[config.mk]
export PLATFORM = sky130hd
export DESIGN_NAME = branch_predictor
export DESIGN_NICKNAME = d
export VERILOG_FILES = /design/src/rtl/branch_predictor.sv
export SDC_FILE = /design/constraint.sdc
export NUM_CORES = 1
export LEC_CHECK = 0
export ABC_CLOCK_PERIOD_IN_PS = 4260
export BUFFER_PORTS_ARGS = -buffer_cell sky130_fd_sc_hd__buf_2
export CAP_MARGIN = 5
export CORE_UTILIZATION = 56
export DETAILED_ROUTE_END_ITERATION = 6
export GPL_ROUTABILITY_DRIVEN = 0
export PLACE_DENSITY = 0.75
export SLEW_MARGIN = 20
export SYNTH_ARGS = -nofsm -noshare
export SYNTH_HDL_FRONTEND = slang
export SYNTH_SLANG_ARGS = --single-unit
[constraint.sdc]
create_clock -name clk -period 4.26 [get_ports clk]
set_input_delay 0.852 -clock clk [delete_from_list [all_inputs] [get_ports clk]]
set_output_delay 0.852 -clock clk [all_outputs]
set_load 0.01 [all_outputs]
[src/rtl/branch_predictor.sv]
// rtl/branch_predictor.sv - direct-mapped BTB with 2-bit saturating counters, registered next-PC prediction
module branch_predictor #(
   parameter int ENTRIES = 16
) (
   input  logic        clk,
   input  logic        rst_n,
   input  logic        req_valid,
   input  logic [31:0] req_pc,
   input  logic        flush,
   output logic        pred_valid,
   output logic [31:0] pred_pc,
   output logic        pred_taken,
   output logic [31:0] pred_target,
   input  logic        upd_valid,
   input  logic [31:0] upd_pc,
   input  logic        upd_is_jump,
   input  logic        upd_taken,
   input  logic [31:0] upd_target
);
   localparam int IDX = $clog2(ENTRIES);
   localparam int TW  = 30 - IDX;

   logic [ENTRIES-1:0] valid_q, valid_d;
   logic [1:0]         ctr_q    [ENTRIES];
   logic [1:0]         ctr_d    [ENTRIES];
   logic               jump_q   [ENTRIES];
   logic               jump_d   [ENTRIES];
   logic [TW-1:0]      tag_q    [ENTRIES];
   logic [TW-1:0]      tag_d    [ENTRIES];
   logic [31:0]        target_q [ENTRIES];
   logic [31:0]        target_d [ENTRIES];

   logic        pred_valid_q, pred_valid_d;
   logic [31:0] pred_pc_q, pred_pc_d;
   logic        pred_taken_q, pred_taken_d;
   logic [31:0] pred_target_q, pred_target_d;

   logic [IDX-1:0] req_idx, upd_idx;
   logic [TW-1:0]  req_tag, upd_tag;
   logic           req_hit, upd_hit, req_redirect;
   logic           upd_pc_unused;

   assign req_idx = req_pc[IDX+1:2];
   assign req_tag = req_pc[31:IDX+2];
   assign upd_idx = upd_pc[IDX+1:2];
   assign upd_tag = upd_pc[31:IDX+2];
   assign upd_pc_unused = ^upd_pc[1:0];

   assign req_hit      = valid_q[req_idx] && (tag_q[req_idx] == req_tag);
   assign upd_hit      = valid_q[upd_idx] && (tag_q[upd_idx] == upd_tag);
   assign req_redirect = req_hit && (jump_q[req_idx] || ctr_q[req_idx][1]);

   // Lookup reads the _q arrays, so a same-cycle update is not seen (read-before-write).
   always_comb begin
      pred_valid_d  = req_valid && !flush;
      pred_pc_d     = pred_pc_q;
      pred_taken_d  = pred_taken_q;
      pred_target_d = pred_target_q;
      if (req_valid) begin
         pred_pc_d     = req_pc;
         pred_taken_d  = req_redirect;
         pred_target_d = req_redirect ? target_q[req_idx] : req_pc + 32'd4;
      end
   end

   always_comb begin
      valid_d  = valid_q;
      ctr_d    = ctr_q;
      jump_d   = jump_q;
      tag_d    = tag_q;
      target_d = target_q;
      if (upd_valid) begin
         if (upd_hit) begin
            if (upd_is_jump) begin
               ctr_d[upd_idx] = 2'b11;
            end else if (upd_taken && ctr_q[upd_idx] != 2'b11) begin
               ctr_d[upd_idx] = ctr_q[upd_idx] + 2'd1;
            end else if (!upd_taken && ctr_q[upd_idx] != 2'b00) begin
               ctr_d[upd_idx] = ctr_q[upd_idx] - 2'd1;
            end
            if (upd_taken) begin
               target_d[upd_idx] = upd_target;
            end
         end else if (upd_taken) begin
            // Miss with a taken outcome replaces whatever occupied the slot.
            valid_d[upd_idx]  = 1'b1;
            tag_d[upd_idx]    = upd_tag;
            target_d[upd_idx] = upd_target;
            jump_d[upd_idx]   = upd_is_jump;
            ctr_d[upd_idx]    = upd_is_jump ? 2'b11 : 2'b10;
         end
      end
   end

   always_ff @(posedge clk or negedge rst_n) begin
      if (!rst_n) begin
         valid_q       <= '0;
         for (int i = 0; i < ENTRIES; i++) begin
            ctr_q[i] <= 2'b01;
         end
         pred_valid_q  <= 1'b0;
         pred_pc_q     <= '0;
         pred_taken_q  <= 1'b0;
         pred_target_q <= '0;
      end else begin
         valid_q       <= valid_d;
         ctr_q         <= ctr_d;
         pred_valid_q  <= pred_valid_d;
         pred_pc_q     <= pred_pc_d;
         pred_taken_q  <= pred_taken_d;
         pred_target_q <= pred_target_d;
      end
   end

   // Payload storage is qualified by valid_q, so it carries no reset.
   always_ff @(posedge clk) begin
      jump_q   <= jump_d;
      tag_q    <= tag_d;
      target_q <= target_d;
   end

   assign pred_valid  = pred_valid_q;
   assign pred_pc     = pred_pc_q;
   assign pred_taken  = pred_taken_q;
   assign pred_target = pred_target_q;
endmodule

==> out/qor.yml <==
run_status:
  outcome: "finished, final reports clean"
yosys:
  synthesis.area_sq_um: 45640
  synth_fp_nets: 2453
  yosys.area_share.simple: 0.03076
  ys_warn_count: 0
  synth.area.top_cells: "edfxtp_1 62%, mux4_2 18%, dfrtp_1 5.4%"
  synth-edff-count: 944
  avgSynthCellArea_sq_um: 19.45
  synth-compound-area-share: 0.02815
  synth_top_family_by_area: "multiplexers"
  synth_cell_types: 67
  synth-adder-area-share: 0.0008224
  yosys.area.top_type: "edfxtp_1"
  synth_async_sr_flop_share: 0.1078
  synth_xor_xnor_area_share: 0.01535
  synth_top_area_frac: 0.6211
  syn_inst: 2347
  ys_seq_area_frac: 0.6840
  synthMuxAreaShare: 0.2239
  synth_ff_type: "edfxtp_1"
  synth-seq-cells: 1058
layout:
  nets: 2803
  final_common_cell: "edfxtp_1"
  drive_above_1_share: 0.3787
  mostFrequentLayoutCells: "944 x edfxtp_1, 362 x mux4_2, 157 x buf_2, 157 x buf_4, 114 x mux2i_1"
  instances_no_fill: 3856
  stdcell_area_sq_um: 53610
  fillers: 5039
  syn_to_final_growth_pct: 17.46
cts:
  cts_root_buf: "clkbuf_16"
  cts_tree: "yes"
  ctsHtreeMaxLevel: 3
  post_cts_resized: 0
  cts_sinks: 1058
  clk_path_buf_depth: 3
  cts_hold_buf: 0
  clk_latency_ns: 0.70
  post-cts-setup-buffers: 0
  clk_pin_slew_ns: 0.06
  numCtsBuffers: 104
power_and_ir_drop:
  power_density_nw_per_um2: 429.9
  p_switching_w: 0.005272
  p_seq_frac: 0.510
  pwr-share-clk: 0.401
  p_leak_nw: 18.21
  switching_share: 0.2287
  p_int_w: 0.01778
  ir_drop_mv: 0.4159
  finalPower_w: 0.02305
  p_comb_frac: 0.089
global_route:
  overflow: 0
  antenna_found_initial: 12
  grt_use_total: 0.3049
  grt_start_max_net_pins: 78
  grt_pass1_vias: 26780
  grt_pass1_wl_um: 180100
routing:
  wl_um: 123900
  wl_per_cell_um: 32.14
  dr.pass1.iters: 6
  viasPerCell: 6.772
  postRouteAntennaNets: 0
  drcViolationCount: 0
  drt_iter0_drc: 3149
  vias: 26110
sta:
  post-route-min-period_ns: 3.950
  rsz0062_at_grt: "false"
  clock_skew_ns: 0.07574
  tightestPinTransition_ns: 1.029
  setup_ws_ns: 0.3104
  finalMaxSlewViolations: 0
  finalSetupViolCount: 0
  fmax_mhz: 253.2
  hold_violations: 0
  maxSlewHeadroom: 0.3142
  final.period_utilization: 0.9271
placement:
  hpwl_um: 77760
  placed_cells: 3651
  pre_cts_slack_ns: -0.2543
  portBuffers: 166
  post_dp_cell_area_sq_um: 50080
worst_setup_path:
  rr_endpoint: "tag_q[73]"
  reg2regPathDepth: 12
  crit_top_cell: "buf_12"
  crit_path_start_kind: "input port"
  slowest_delay_ns: 0.51
  timing.rr.start: "tag_q[242]"
  endpoint_kind: "flop"
  critPathArrivalTime_ns: 4.30
  crit_slowest_cell: "mux4_2"
  r2r_slack_ns: 0.60
  required_ns: 4.61
  worstSetupPathType: "in -> reg"
  cp_max_fo: 13
  cp_cell_sequence: "buf_6 -> buf_12 -> mux4_2 -> mux2i_1 -> xnor2_1 -> nor4_1 -> a21oi_1 -> nor4_1 -> buf_4 -> and4_1 -> or2_2 -> buf_12 -> nor2_4 -> buf_12"
die:
  die_h_um: 287.5
  num_rows: 104
  die_w_um: 287.5
  ios: 169
  die_area_sq_um: 82640
  start_util: 0.5666
  core_area_sq_um: 80550
worst_hold_path:
  min-delay-path-class: "in -> async"
job:
  cap_violations: 0
per-layer routing:
layer  GRT usage  up-vias  share of wire
li1            -    10450              -
met1      0.4079    13550           0.36
met2      0.4886     1795           0.49
met3     0.06664      302           0.11
met4      0.1287       10          0.042
met5           0        -        0.00050
layout make-up:
cell class,count,area [sq um],share of cell area
Timing Repair Buffer,396,3578,0.06675
Clock inverter,57,593.1,0.01106
Sequential cell,1058,31220,0.5824
Clock buffer,138,2913,0.05434
Antenna cell,10,25.02,0.0004668
Tap cell,1060,1326,0.02474
Multi-Input combinational cell,1124,13900,0.2594
Inverter,13,48.80,0.0009103
logic make-up after synthesis:
| group | count (synthesis) |
|---|---|
| mux | 558 |
| fa+ha+maj | 3 |
| xor+xnor | 80 |
| buf+inv | 165 |
| simple gates | 282 |
| flops | 1058 |
| compound gates | 201 |
how the worst max path moves through the flow:
stage                     cells after the start         to      start  slack (ns)
after floorplan                              12  jump_q[0]  upd_pc[2]       -0.40
after global placement                       14  tag_q[64]  upd_pc[2]       -0.22
after detailed placement                     14  tag_q[64]  upd_pc[2]       -0.25
after CTS                                    14  tag_q[73]  upd_pc[2]        0.39
after global routing                         16  tag_q[73]  upd_pc[2]        0.28
final                                        14  tag_q[73]  upd_pc[2]        0.31
stage by stage:
stage               hold slack [ns]  setup TNS (ns)    util
finish                       0.2130               0  0.6655
global route                 0.2388               0  0.6653
CTS                          0.2106               0  0.6652
detailed placement           0.4737          -53.92  0.6217
global placement             0.4689          -44.80  0.6217
floorplan                    0.4447          -71.94       -
Yosys cell counts (all sizes together), types with 3 or more instances:
cell	count
nor4	7
mux2i	114
clkbuf	64
nand4	18
inv	12
nor3b	3
buf	88
o32ai	4
or2	18
dfstp	16
o211ai	9
ha	3
a21oi	37
nand3	47
dfrtp	98
nor3	6
a22oi	21
xnor2	49
and2	8
mux2	82
and3	11
nor2	71
nand2	56
nor2b	16
xor2	31
o22ai	15
edfxtp	944
a31oi	3
mux4	362
a22o	3
a211oi	3
a32oi	3
o21ai	69
a221oi	7
nand2b	16
critical path, delay by kind of cell:
family	cells	cell delay, ns
AO/OA/AOI/OAI	1	0.18
multiplexers	2	0.91
AND/OR/NAND/NOR	5	1.13
XOR/XNOR	1	0.23
buffers and inverters	5	0.97
flip-flops by register name (all words and copies together) (netlist names):
name	flops
ctr_q	32
jump_q	16
pred_pc	32
pred_taken	1
pred_target	32
pred_valid	1
tag_q	416
target_q	512
valid_q	16
power groups by stage:
stage	logic (W)	registers, W	clock network, W
6_report	0.00204	0.0118	0.00925
5_1_grt	0.00215	0.0118	0.00971
4_1_cts	0.00203	0.0117	0.00934
3_5_place_dp	0.00201	0.0120	0
3_3_place_gp	0.00196	0.0119	0
2_1_floorplan	0.00113	0.0119	0
No activity file was read; power rests on OpenSTA's default activity.
